--- config.mk ---
export PLATFORM = sky130hd
export DESIGN_NAME = alu_entry_ctrl
export DESIGN_NICKNAME = d
export VERILOG_FILES = /design/src/rtl/alu_entry_pkg.sv /design/src/rtl/digit_accum.sv /design/src/rtl/alu_entry_ctrl.sv
export SDC_FILE = /design/constraint.sdc
export NUM_CORES = 1
export LEC_CHECK = 0
export ABC_AREA = 1
export BUFFER_PORTS_ARGS = -buffer_cell sky130_fd_sc_hd__clkbuf_2
export CAP_MARGIN = 5
export CORE_MARGIN = 4
export CORE_UTILIZATION = 52
export CTS_CLUSTER_SIZE = 24
export DETAILED_ROUTE_END_ITERATION = 8
export PLACE_DENSITY = 0.74
export SETUP_SLACK_MARGIN = 0.3
export SLEW_MARGIN = 25
export SYNTH_ARGS = -nofsm -noshare
export SYNTH_HDL_FRONTEND = slang
export SYNTH_HIERARCHICAL = 1
export SYNTH_SLANG_ARGS = --single-unit
--- constraint.sdc ---
create_clock -name clk -period 6.4 [get_ports clk]
set_input_delay 0.32 -clock clk [delete_from_list [all_inputs] [get_ports clk]]
set_output_delay 0.32 -clock clk [all_outputs]
set_load 0.1 [all_outputs]
--- src/rtl/alu_entry_pkg.sv ---
// Shared types and constants for the calculator entry sequencer.
// ALU_ENTRY_BKSP_EN adds a backspace event to the decode set.
package alu_entry_pkg;

    typedef enum logic [1:0] {
        StEnterA = 2'd0,
        StEnterB = 2'd1,
        StExec   = 2'd2,
        StShow   = 2'd3
    } state_t;

    typedef enum logic [1:0] {
        OpAdd = 2'd0,
        OpSub = 2'd1,
        OpAnd = 2'd2,
        OpOr  = 2'd3
    } op_t;

    // One winning button event per cycle, after priority resolution.
    typedef enum logic [2:0] {
        EvNone,
        EvClear,
        EvEnter,
        EvOp,
        EvBksp,
        EvDigit
    } event_t;

    localparam int unsigned DEC_BASE    = 10;
    localparam int unsigned MAX_OPERAND = 9999;

    localparam logic [1:0] DispA      = 2'd0;
    localparam logic [1:0] DispB      = 2'd1;
    localparam logic [1:0] DispResult = 2'd2;

    // Lowest set operator bit wins.
    function automatic op_t op_decode(input logic [3:0] press);
        op_t op;
        op = OpAdd;
        for (int i = 3; i >= 0; i--) begin
            if (press[i]) op = op_t'(2'(i));
        end
        return op;
    endfunction

    // Highest set digit bit wins.
    function automatic logic [3:0] digit_decode(input logic [9:0] press);
        logic [3:0] d;
        d = '0;
        for (int i = 0; i < 10; i++) begin
            if (press[i]) d = 4'(i);
        end
        return d;
    endfunction

endpackage

--- src/rtl/digit_accum.sv ---
// Decimal operand accumulator: value/count register with clear, load and push-digit.
// ALU_ENTRY_BKSP_EN adds a pop (divide by ten) input.
module digit_accum
    import alu_entry_pkg::*;
#(
    parameter int unsigned MAX_DIGITS = 4,
    parameter int unsigned DATA_W     = 14,
    parameter int unsigned CNT_W      = 3
) (
    input  logic              clk,
    input  logic              rst,
    input  logic              clr,
    input  logic              load,
    input  logic [DATA_W-1:0] load_val,
    input  logic [CNT_W-1:0]  load_cnt,
    input  logic              push,
    input  logic [3:0]        digit,
`ifdef ALU_ENTRY_BKSP_EN
    input  logic              pop,
`endif
    output logic [DATA_W-1:0] value
);

    logic [CNT_W-1:0] count;

    always_ff @(posedge clk) begin
        if (rst || clr) begin
            value <= '0;
            count <= '0;
        end else if (load) begin
            value <= load_val;
            count <= load_cnt;
`ifdef ALU_ENTRY_BKSP_EN
        end else if (pop) begin
            if (count != '0) begin
                value <= value / DATA_W'(DEC_BASE);
                count <= count - CNT_W'(1);
            end
`endif
        end else if (push && (count < CNT_W'(MAX_DIGITS))) begin
            // value < 10^(MAX_DIGITS-1) here, so the truncation never loses bits.
            value <= DATA_W'(({4'd0, value} * (DATA_W + 4)'(DEC_BASE)) + (DATA_W + 4)'(digit));
            count <= count + CNT_W'(1);
        end
    end

endmodule

--- src/rtl/alu_entry_ctrl.sv ---
// Pushbutton calculator front end: collects A, op, B and runs one req/ack ALU transaction.
// Define ALU_ENTRY_BKSP_EN to add the pb_bksp backspace button.
module alu_entry_ctrl
    import alu_entry_pkg::*;
#(
    parameter int unsigned MAX_DIGITS = 4,
    parameter int unsigned DATA_W     = 14,
    parameter int unsigned RES_W      = 16
) (
    input  logic              clk,
    input  logic              rst,
    input  logic [9:0]        pb_digit,
    input  logic [3:0]        pb_op,
    input  logic              pb_enter,
    input  logic              pb_clear,
`ifdef ALU_ENTRY_BKSP_EN
    input  logic              pb_bksp,
`endif
    output logic              alu_req,
    input  logic              alu_ack,
    output logic [DATA_W-1:0] alu_a,
    output logic [DATA_W-1:0] alu_b,
    output logic [1:0]        alu_op,
    input  logic [RES_W-1:0]  alu_result,
    input  logic              alu_err,
    output logic [RES_W-1:0]  disp_value,
    output logic [1:0]        disp_sel,
    output logic              busy,
    output logic              error
);

    localparam int unsigned CNT_W = $clog2(MAX_DIGITS + 1);

    state_t             state_q, state_d;
    op_t                op_q, op_d;
    logic [RES_W-1:0]   result_q, result_d;
    logic               error_q, error_d;

    logic [9:0]         pb_digit_q;
    logic [3:0]         pb_op_q;
    logic               pb_enter_q, pb_clear_q;
    logic [9:0]         digit_press;
    logic [3:0]         op_press;
    logic               enter_press, clear_press;
`ifdef ALU_ENTRY_BKSP_EN
    logic               pb_bksp_q, bksp_press;
    logic               a_pop, b_pop;
`endif

    event_t             ev;
    logic [3:0]         digit_sel;
    logic               a_clr, a_load, a_push, b_clr, b_push;
    logic [DATA_W-1:0]  a_load_val, a_value, b_value;
    logic [CNT_W-1:0]   a_load_cnt;

    assign digit_press = pb_digit & ~pb_digit_q;
    assign op_press    = pb_op & ~pb_op_q;
    assign enter_press = pb_enter & ~pb_enter_q;
    assign clear_press = pb_clear & ~pb_clear_q;
`ifdef ALU_ENTRY_BKSP_EN
    assign bksp_press  = pb_bksp & ~pb_bksp_q;
`endif
    assign digit_sel   = digit_decode(digit_press);

    always_comb begin
        ev = EvNone;
        if (clear_press)       ev = EvClear;
        else if (enter_press)  ev = EvEnter;
        else if (|op_press)    ev = EvOp;
`ifdef ALU_ENTRY_BKSP_EN
        else if (bksp_press)   ev = EvBksp;
`endif
        else if (|digit_press) ev = EvDigit;
    end

    always_comb begin
        state_d    = state_q;
        op_d       = op_q;
        result_d   = result_q;
        error_d    = error_q;
        a_clr      = 1'b0;
        a_load     = 1'b0;
        a_push     = 1'b0;
        a_load_val = '0;
        a_load_cnt = '0;
        b_clr      = 1'b0;
        b_push     = 1'b0;
`ifdef ALU_ENTRY_BKSP_EN
        a_pop      = 1'b0;
        b_pop      = 1'b0;
`endif
        if (ev == EvClear) begin
            state_d  = StEnterA;
            op_d     = OpAdd;
            result_d = '0;
            error_d  = 1'b0;
            a_clr    = 1'b1;
            b_clr    = 1'b1;
        end else begin
            unique case (state_q)
                StEnterA: begin
                    case (ev)
                        EvOp: begin
                            op_d    = op_decode(op_press);
                            state_d = StEnterB;
                        end
                        EvDigit: a_push = 1'b1;
`ifdef ALU_ENTRY_BKSP_EN
                        EvBksp:  a_pop  = 1'b1;
`endif
                        default: ;
                    endcase
                end
                StEnterB: begin
                    case (ev)
                        EvEnter: state_d = StExec;
                        EvOp:    op_d    = op_decode(op_press);
                        EvDigit: b_push  = 1'b1;
`ifdef ALU_ENTRY_BKSP_EN
                        EvBksp:  b_pop   = 1'b1;
`endif
                        default: ;
                    endcase
                end
                StExec: begin
                    if (alu_ack) begin
                        result_d = alu_result;
                        error_d  = alu_err;
                        state_d  = StShow;
                    end
                end
                StShow: begin
                    if (ev == EvDigit) begin
                        a_load     = 1'b1;
                        a_load_val = DATA_W'(digit_sel);
                        a_load_cnt = CNT_W'(1);
                        b_clr      = 1'b1;
                        op_d       = OpAdd;
                        error_d    = 1'b0;
                        state_d    = StEnterA;
                    end else if (ev == EvOp && !error_q &&
                                 result_q <= RES_W'(MAX_OPERAND)) begin
                        // Chain: previous result becomes a full-width operand A.
                        a_load     = 1'b1;
                        a_load_val = result_q[DATA_W-1:0];
                        a_load_cnt = CNT_W'(MAX_DIGITS);
                        b_clr      = 1'b1;
                        op_d       = op_decode(op_press);
                        state_d    = StEnterB;
                    end
                end
                default: state_d = StEnterA;
            endcase
        end
    end

    always_ff @(posedge clk) begin
        if (rst) begin
            state_q    <= StEnterA;
            op_q       <= OpAdd;
            result_q   <= '0;
            error_q    <= 1'b0;
            pb_digit_q <= '0;
            pb_op_q    <= '0;
            pb_enter_q <= 1'b0;
            pb_clear_q <= 1'b0;
`ifdef ALU_ENTRY_BKSP_EN
            pb_bksp_q  <= 1'b0;
`endif
        end else begin
            state_q    <= state_d;
            op_q       <= op_d;
            result_q   <= result_d;
            error_q    <= error_d;
            pb_digit_q <= pb_digit;
            pb_op_q    <= pb_op;
            pb_enter_q <= pb_enter;
            pb_clear_q <= pb_clear;
`ifdef ALU_ENTRY_BKSP_EN
            pb_bksp_q  <= pb_bksp;
`endif
        end
    end

    digit_accum #(
        .MAX_DIGITS (MAX_DIGITS),
        .DATA_W     (DATA_W),
        .CNT_W      (CNT_W)
    ) u_accum_a (
        .clk      (clk),
        .rst      (rst),
        .clr      (a_clr),
        .load     (a_load),
        .load_val (a_load_val),
        .load_cnt (a_load_cnt),
        .push     (a_push),
        .digit    (digit_sel),
`ifdef ALU_ENTRY_BKSP_EN
        .pop      (a_pop),
`endif
        .value    (a_value)
    );

    digit_accum #(
        .MAX_DIGITS (MAX_DIGITS),
        .DATA_W     (DATA_W),
        .CNT_W      (CNT_W)
    ) u_accum_b (
        .clk      (clk),
        .rst      (rst),
        .clr      (b_clr),
        .load     (1'b0),
        .load_val ('0),
        .load_cnt ('0),
        .push     (b_push),
        .digit    (digit_sel),
`ifdef ALU_ENTRY_BKSP_EN
        .pop      (b_pop),
`endif
        .value    (b_value)
    );

    assign alu_req = (state_q == StExec);
    assign busy    = (state_q == StExec);
    assign alu_a   = a_value;
    assign alu_b   = b_value;
    assign alu_op  = op_q;
    assign error   = error_q;

    always_comb begin
        disp_sel   = DispA;
        disp_value = RES_W'(a_value);
        unique case (state_q)
            StEnterA: begin
                disp_sel   = DispA;
                disp_value = RES_W'(a_value);
            end
            StEnterB, StExec: begin
                disp_sel   = DispB;
                disp_value = RES_W'(b_value);
            end
            StShow: begin
                disp_sel   = DispResult;
                disp_value = result_q;
            end
            default: ;
        endcase
    end

endmodule

# Yosys cells after proc, flatten, opt, wreduce, memory -nomap -nowiden
# Index checks and enable logic that the tools add are counted.
# op_classes
n_mul	2
n_mux	55
eq_ne	13
reduce_logical	20
n_lt_le_gt_ge	3
n_bitwise	8
addsub	4
# op_table
op	count
14-bit two-way mux	6
16-bit one-hot mux with 3 select lines	1
4-bit two-way mux	8
3-bit two-way mux	10
14-bit by 4-bit adder with 14-bit output	2
14-bit by 3-bit multiplier with 13-bit output (second input constant)	2
2-bit two-way mux	12
16-bit by 14-bit less-or-equal comparator with 1-bit output (second input constant)	1
1-bit two-way mux	14
10-bit bitwise AND	1
10-bit NOT	1
10-bit OR reduction	1
2-bit one-hot mux with 4 select lines	1
3-bit by 1-bit adder with 3-bit output (second input constant)	2
3-bit by 2-bit == test with 1-bit output (second input constant)	2
3-bit less-than comparator (second input constant)	2
2-bit by 1-bit != test with 1-bit output (second input constant)	3
2-bit one-hot mux with 3 select lines	1
3-bit AND reduction	2
2-bit nonzero test	3
2-bit OR reduction	3
4-bit bitwise AND	1
2-bit == test (second input constant)	2
1-bit logical AND	4
16 further kinds	20
# totals
wordCells	117
out_inout_bits	51
input_bits	36
register_bits	71

# Longest topological paths before layout
# Gate-level depths: netlist (run 1).
# logic_depth
depth_word	15
depth_mapped	21
depth_no_buf	21

# Cells and area by module
# The synthesis (run 1) kept the hierarchy.
# by_module_without_submodules
mod	area_each_um2	seq_area_each_um2	cells_each	instances
digit_accum	1820.5	340.3	280	2
alu_entry_ctrl	2180.8	740.7	340	1

# Least setup slack after synthesis (run 1)
# Ideal clock, no wire load.
# synth_timing
kind	register -> output
startpoint	register state_q[1]
endpoint	output disp_value[0]
required_ns	6.080
path_buffers	2
path_stages_with_launch	6
path_slack_ns	2.713
arrival_ns	3.367
path_cell_list	dfxtp_1 > ha_1 > buf_2 > buf_2 > a21oi_1 > a21oi_1
# synth_via
elab_chain_cells	3
word_cells_on_any_way	6
classes_between	3 x eq/ne; 1 x mux; 2 x reduce/logical
# synth_rtl
item	line	rtl
start: declaration	alu_entry_ctrl.sv:34	state_t state_q, state_d;
start signal: assignment	alu_entry_ctrl.sv:159	state_q <= StEnterA;
start signal: assignment	alu_entry_ctrl.sv:171	state_q <= state_d;
2-bit == test / 2-bit by 1-bit == test with 1-bit output (equally long branches)	alu_entry_ctrl.sv:233	unique case (state_q)
2-bit OR reduction	alu_entry_ctrl.sv:233	
16-bit one-hot mux with 3 select lines *	alu_entry_ctrl.sv:233	
end: declaration	alu_entry_ctrl.sv:26	output logic [RES_W-1:0] disp_value,
# Every way passes the cells marked *; elsewhere a longest branch is shown, timed or not.

# Worst setup path after layout (run 1)
# layout_timing
startpoint	register state_q[1]
endpoint	register u_accum_a.value[11]
# layout_via
word_cells_on_any_way	11
classes_between	1 x eq/ne; 7 x mux; 3 x reduce/logical
# layout_rtl
item	line	rtl
2-bit == test *	alu_entry_ctrl.sv:100	unique case (state_q)
1-bit two-way mux *	alu_entry_ctrl.sv:100	
1-bit two-way mux *	alu_entry_ctrl.sv:92	if (ev == EvClear) begin
net a_load	alu_entry_ctrl.sv:52	logic a_clr, a_load, a_push, b_clr, b_push;
14-bit two-way mux / 2-bit nonzero test (equally long branches)	--	
end signal: assignment	digit_accum.sv:31	value <= load_val;
end signal: assignment	digit_accum.sv:42	value <= DATA_W'(({4'd0, value} * (DATA_W + 4)'(DEC_BASE)) + (DATA_W + 4)'(digit));
end: declaration	digit_accum.sv:21	output logic [DATA_W-1:0] value
# The timed path passes the listed nets; every way through them passes the cells marked *.
# A chain may end at the register's enable or synchronous reset.

==> impl_metrics.json, run 1 <==
{
  "synth-warning-count": 6,
  "detail_route.vias_per_cell": 5.03,
  "cpMaxStageDelayCell": "ha_1",
  "syn_area_sq_mm": 0.00582,
  "timing.final.hold_violations": 0,
  "report.final.setup_viol": 0,
  "pwr-share-seq": 0.330,
  "fin_area_sq_mm": 0.00656,
  "final_min_period_over_clock_period": 0.569,
  "cts_tree": "built",
  "clock_skew_ps": 13.8,
  "grt_util_met1": 0.321,
  "worst_hold_path_type": "input port to flop",
  "postPlaceCellArea_sq_mm": 0.00635,
  "timing.hold.worst_endpoint": "pb_digit_q[9]",
  "power-per-cell-area_mw_per_mm2": 221,
  "power_switching_uw": 691,
  "cp.arrival_ps": 3880,
  "routed_wire_length_per_instance_um": 12.6,
  "path_clk_slew_ps": 90,
  "cts-root-to-sink-buffers": 2,
  "routabilityCongestion": 0.925,
  "h-tree-depth": 3,
  "timing.final.max_slew_violations": 0,
  "critPathLaunchType": "flop",
  "initialDrtViolationCount": 343,
  "design.die.area_sq_mm": 0.0130,
  "worstPathMaxFanout": 21,
  "die_height_um": 114,
  "first_global_vias": 5083,
  "hold-worst-slack_ps": 159,
  "cpLargestDelayFamily": "buffers and inverters",
  "grt_util_met2": 0.360,
  "fp.coreArea_sq_mm": 0.0109,
  "r2r_setup_slack_ps": 2760,
  "cts.repair_timing.setup_buffer_count": 0,
  "yosysSeqAreaShare": 0.244,
  "grt_most_used_layer": "met2",
  "rr_startpoint": "state_q[1]",
  "fin_ws_ps": 2760,
  "worst_pin_slew_ps": 899,
  "min_path_cells": 3,
  "ctsRootBufferMaster": "clkbuf_8",
  "max_stage_delay_ps": 750,
  "static_leakage_nw": 3.29,
  "area.growth.synth_to_final_pct": 12.7,
  "synth.avg_cell_area_sq_um": 6.47,
  "number_of_vias_in_the_routed_layout": 5725,
  "fraction_of_power_spent_switching_nets": 0.476,
  "drv.max_cap_violation_count": 0,
  "die-width_um": 114,
  "timing.setup.tns_ps": 0,
  "highest_ir_drop_seen_on_vdd_v": 0.000336,
  "asyncSetResetFlopFracSynth": 0,
  "cts_inserted_buffers": 9,
  "synth_cells": 900,
  "place.port_buffers": 86,
  "p_int_uw": 761,
  "timing.hold.worst.start": "pb_digit[9]",
  "rr_worst_depth": 11,
  "cp_num_buf_inv": 5,
  "postSynthRegisterBits": 71,
  "globalRouteMet3Util": 0.0398,
  "insertedDiodeCount": 0,
  "final_net_count": 1084,
  "dp_hpwl_mm": 11.5,
  "p_comb_frac": 0.412,
  "clkLatencyLatePin_ps": 350,
  "yosys.cell_types.count": 39,
  "layout_min_cycle_time_ps": 3640,
  "synth_flop_cell": "dfxtp_1",
  "cp-end-kind": "flop",
  "wl_mm": 14.4,
  "max_freq_ghz": 0.274,
  "detail_route.first_pass.iterations": 5,
  "clock_power_share": 0.259,
  "post_synth_edffs": 0,
  "grt_usage": 0.224,
  "worst_case_setup_slack_after_placement_ps": 2860,
  "cts_hold_buffers": 0,
  "rsz0062_at_grt": "no",
  "ratio_of_cells_with_drive_above_1_in_the_final_layout": 0.184,
  "remaining_global_route_overflow": 0,
  "initial_antenna_violation_count": 0,
  "post_cts_resized": 0,
  "remaining_drc_errors": 0,
  "worst_r2r_endpoint": "u_accum_a/value[11]",
  "crit_type": "flop to flop",
  "grt_start_max_net_pins": 32,
  "grt_pass1_wl_mm": 23.9,
  "cts_num_sinks": 71,
  "worstPathRequired_ps": 6630,
  "drt.antenna.violating_nets": 0,
  "io_pins": 87,
  "crit_chain": "ha_1, inv_1, nor2_4, inv_1, nand2_1, clkinv_1, nand2_1, inv_1, a22o_1, inv_1, a21oi_1",
  "placementRows": 38,
  "initial_utilization": 0.535,
  "timing.max_slew.rel_slack": 0.399,
  "critical-path-top-cell-by-count": "inv_1",
  "run_status": "finished, final reports clean"
}
-- metal layers --
metal,part of all wire,wire [um],vias up
met2,0.44,6290,177
met3,0.068,976,10
li1,-,-,3030
met4,0.0071,102,0
met5,0,0,-
met1,0.49,7000,2508
-- cell families after synthesis --
logic type	Yosys count	synth area share
AOI/OAI and AO/OA	127	0.123
xor gates and xnor gates	10	0.0150
adders and majority gates	55	0.123
buffers and inverters	159	0.113
DFF	71	0.244
other	1	0.000644
and+or+nand+nor	477	0.381
-- tightest hold or removal path, delay by kind of cell --
family,cells,cell delay (ps)
buf+inv,2,130
simple gates,1,30
-- cells in the mapped netlist (3+ instances only) --
cell type / n / share of area
nand2_2: 20 / 0.021
a21oi_1: 67 / 0.058
nor2_4: 6 / 0.012
inv_2: 3 / 0.0019
nand3_2: 14 / 0.024
buf_4: 3 / 0.0039
xor2_1: 10 / 0.015
nand4_1: 3 / 0.0032
inv_1: 130 / 0.084
nor3_1: 6 / 0.0052
nand2_1: 258 / 0.17
clkbuf_1: 10 / 0.0064
nor2_2: 16 / 0.017
a21oi_2: 5 / 0.0075
dfxtp_1: 71 / 0.24
a311oi_1: 6 / 0.0090
or2_2: 8 / 0.0086
nor2_1: 85 / 0.055
fa_1: 4 / 0.014
nand3b_1: 4 / 0.0052
a31oi_1: 17 / 0.018
nand3_1: 49 / 0.042
ha_1: 51 / 0.11
buf_6: 6 / 0.012
o21ai_0: 24 / 0.021
nand3_4: 3 / 0.0090
buf_2: 4 / 0.0034
-- flip-flops by register name, summed over array words and instances (netlist names) --
signal,flops
result_q,16
u_accum_a/value,14
u_accum_b/value,14
pb_digit_q,10
pb_op_q,4
u_accum_a/count,3
u_accum_b/count,3
alu_op,2
state_q,2
error,1
pb_clear_q,1
pb_enter_q,1
-- cell usage in the layout (no fill, tap or decap), types with 2 or more instances in the layout --
cell and count:
inv_2 3, nand3b_1 4, clkinv_4 4, nand2_4 2, nor2_4 6, nand2_2 20
nand2_1 258, nor2_2 17, a311oi_1 6, a211oi_1 2, nor3_1 6, a22o_1 2
nand3_1 49, clkbuf_2 86, a31oi_1 17, fa_1 4, clkinv_1 2, nand4_1 3
nand3_4 3, ha_1 51, inv_1 130, conb_1 20, or2_2 8, xor2_1 10
dfxtp_1 71, clkbuf_8 9, nor2_1 84, o21ai_1 2, a21oi_1 67, a21oi_2 5
nand3_2 14, o21ai_0 24
-- cell type report --
cell class | count | area (sq um)
clock buffers | 9 | 124
clock inverters | 7 | 81.3
fillers | 1105 | 4330
inverters | 136 | 513
multi-input cells | 689 | 3810
flip-flops and latches | 71 | 1420
well taps | 140 | 175
repair buffers | 86 | 430
-- metrics by stage --
step | util | instances | power [mW]
floorplan | - | 919 | 0.990
global placement | 0.583 | 1122 | 1.08
detailed placement | 0.583 | 1122 | 1.08
CTS | 0.602 | 1138 | 1.46
global route | 0.602 | 1138 | 1.52
finish | 0.602 | 1138 | 1.45
-- power groups by stage --
stage | Clock (mW) | Sequential, mW | Combinational (mW)
2_1_floorplan | 0 | 0.531 | 0.459
3_3_place_gp | 0 | 0.489 | 0.592
3_5_place_dp | 0 | 0.489 | 0.594
4_1_cts | 0.382 | 0.479 | 0.596
5_1_grt | 0.400 | 0.481 | 0.643
6_report | 0.376 | 0.479 | 0.598
-- worst max-delay path by stage --
| stage | start | cells past startpoint | slack (ps) | to |
|---|---|---|---|---|
| 2_1_floorplan | state_q[1] | 5 | 2710 | disp_value[0] |
| 3_3_place_gp | state_q[1] | 11 | 3060 | u_accum_a/value[11] |
| 3_5_place_dp | state_q[1] | 11 | 2860 | u_accum_a/value[11] |
| 4_1_cts | state_q[1] | 11 | 2860 | u_accum_a/value[11] |
| 5_1_grt | state_q[1] | 11 | 2410 | u_accum_a/value[11] |
| 6_report | state_q[1] | 11 | 2760 | u_accum_a/value[11] |
(Power assumes the default switching activity.)
==> run 2: changes to the inputs <==
Clock period 6.4 ns to 3.6 ns, I/O delays scaled along.
==> impl_metrics.json, run 2 (synthesized netlist as in run 1, its figures left out) <==
{
  "wl_mm": 14.8,
  "layout.cells.most_common_list": "nand2_1, inv_1, clkbuf_2",
  "grt_pass1_wl_mm": 25.1,
  "remaining_drc_errors": 0,
  "cpMaxStageDelayCell": "dlygate4sd3_1",
  "report.final.setup_viol": 0,
  "worst_r2r_endpoint": "u_accum_a/value[13]",
  "placementRows": 38,
  "worst_hold_path_type": "input port to flop",
  "rr_startpoint": "pb_digit_q[8]",
  "worstPathMaxFanout": 3,
  "largest_register_ffs": 16,
  "cts_tree": "built",
  "crit_chain": "dlygate4sd3_1, clkbuf_2, nand2_1, nand2_1, a31oi_1, nor2_1, ha_1, inv_1, fa_1, inv_1, nand2_1, nand2_1, nand2_1, nor2_4, nand3_2, nor2_2, nand3_2, nor2_1, nand2_1, nand3_1, nand2_1, a21oi_2",
  "drv.max_cap_violation_count": 0,
  "largest_regs": "result_q (16), u_accum_a/value (14), u_accum_b/value (14)",
  "timing.setup.tns_ps": 0,
  "cpLargestDelayFamily": "simple AND/OR/NAND/NOR gates",
  "final_min_period_over_clock_period": 0.807,
  "routed_wire_length_per_instance_um": 12.9,
  "h-tree-depth": 3,
  "critical_path.endpoint": "u_accum_a/value[13]",
  "first_global_vias": 5383,
  "detail_route.vias_per_cell": 5.05,
  "max_freq_ghz": 0.344,
  "crit_type": "input port to flop",
  "insertedDiodeCount": 0,
  "clock_skew_ps": 19.2,
  "power-per-cell-area_mw_per_mm2": 390,
  "static_leakage_nw": 3.33,
  "die_height_um": 114,
  "cp.arrival_ps": 3200,
  "fin_total_pwr_mw": 2.60,
  "cts_num_sinks": 71,
  "initialDrtViolationCount": 378,
  "layout.cells.most_common": "nand2_1",
  "initial_utilization": 0.535,
  "remaining_global_route_overflow": 0,
  "fp.coreArea_sq_mm": 0.0109,
  "critical-path-top-cell-by-count": "nand2_1",
  "timing.final.hold_violations": 0,
  "detail_route.first_pass.iterations": 6,
  "cts-root-to-sink-buffers": 2,
  "cp-end-kind": "flop",
  "highest_ir_drop_seen_on_vdd_v": 0.000304,
  "layout_min_cycle_time_ps": 2910,
  "worstSetupPathDepth": 22,
  "dp_hpwl_mm": 11.9,
  "io_pins": 87,
  "r2r_setup_slack_ps": 700,
  "rsz0062_at_grt": "no",
  "ctsRootBufferMaster": "clkbuf_8",
  "number_of_vias_in_the_routed_layout": 5787,
  "routabilityCongestion": 0.877,
  "grt_usage": 0.235,
  "critPathLaunchType": "input port",
  "cp_num_buf_inv": 4,
  "drt.antenna.violating_nets": 0,
  "ratio_of_cells_with_drive_above_1_in_the_final_layout": 0.200,
  "largest-register": "result_q",
  "clkLatencyLatePin_ps": 370,
  "final_net_count": 1092,
  "rr_worst_depth": 20,
  "worstSetupStartpoint": "pb_digit[2]",
  "hold-worst-slack_ps": 3.76,
  "place.port_buffers": 86,
  "grt_start_max_net_pins": 32,
  "timing.max_slew.rel_slack": 0.386,
  "cts_inserted_buffers": 9,
  "timing.final.max_slew_violations": 0,
  "run_status": "finished, final reports clean",
  "design.die.area_sq_mm": 0.0130,
  "die-width_um": 114,
  "area.growth.synth_to_final_pct": 14.6,
  "path_clk_slew_ps": 100,
  "initial_antenna_violation_count": 0,
  "max_stage_delay_ps": 520,
  "worst_pin_slew_ps": 919,
  "worstPathRequired_ps": 3890
}
run 2: changes by cell type in the layout (fill, tap and decap cells not counted), moves of 3 or more:
cell	change
clkinv_4	-3
inv_8	+4
dlygate4sd3_1	+5
buf_4	+3
a21oi_1	-14
a21oi_2	+14
run 2: worst min path at each step:
stage,from,to,slack (ps),cells after the start
2_1_floorplan,pb_digit[0],pb_digit_q[0],290,2
3_3_place_gp,pb_digit[0],pb_digit_q[0],390,3
3_5_place_dp,pb_op[0],pb_op_q[0],390,3
4_1_cts,pb_op[1],pb_op_q[1],0.9,3
5_1_grt,pb_op[2],pb_op_q[2],10,3
6_report,pb_digit[7],pb_digit_q[7],4,3
run 2: repair_timing:
item / in CTS / in global routing
endpoints found under the hold margin: 5 / 0
gates resized for setup: 0 / 0
hold buffers: 5 / 0
buffers inserted: 0 / 0
run 2: final cells by class:
cell class | count | area, sq um
clock buffers | 9 | 124
repair buffers | 94 | 503
flip-flops and latches | 71 | 1420
fillers | 1085 | 4210
clock inverters | 7 | 71.3
multi-input cells | 689 | 3870
inverters | 136 | 513
well taps | 140 | 175
run 2: stage by stage:
stage,worst slack [ps],std cells,utilization,area (sq um)
global placement,801,1125,0.590,6430
detailed placement,792,1125,0.590,6430
CTS,756,1146,0.613,6670
global route,391,1146,0.613,6670
floorplan,526,919,-,5950
finish,694,1146,0.613,6670
run 2: power breakdown:
group          total [mW]  switching (mW)  internal (mW)
logic                1.10           0.879          0.223
registers           0.851          0.0309          0.820
clock network       0.651           0.376          0.276
total                2.60            1.29           1.32
run 2: routing by layer:
layer,GRT usage,vias up,share of wire
met5,0,-,0
li1,-,3045,-
met1,0.311,2586,0.45
met3,0.0271,19,0.053
met4,0.0713,0,0.018
met2,0.400,137,0.48
run 2: worst reg2reg max path, stage by stage (launching register included):
cell and delay (ps):
dfxtp_1 320, inv_1 30, nand2_1 70, nand2_1 190
nor2_1 380, ha_1 250, inv_1 60, fa_1 350
inv_1 80, nand2_1 80, nand2_1 60, nand2_1 110
nor2_4 120, nand3_2 90, nor2_2 120, nand3_2 90
nor2_1 100, nand2_1 70, nand3_1 80, nand2_1 70
a21oi_2 110
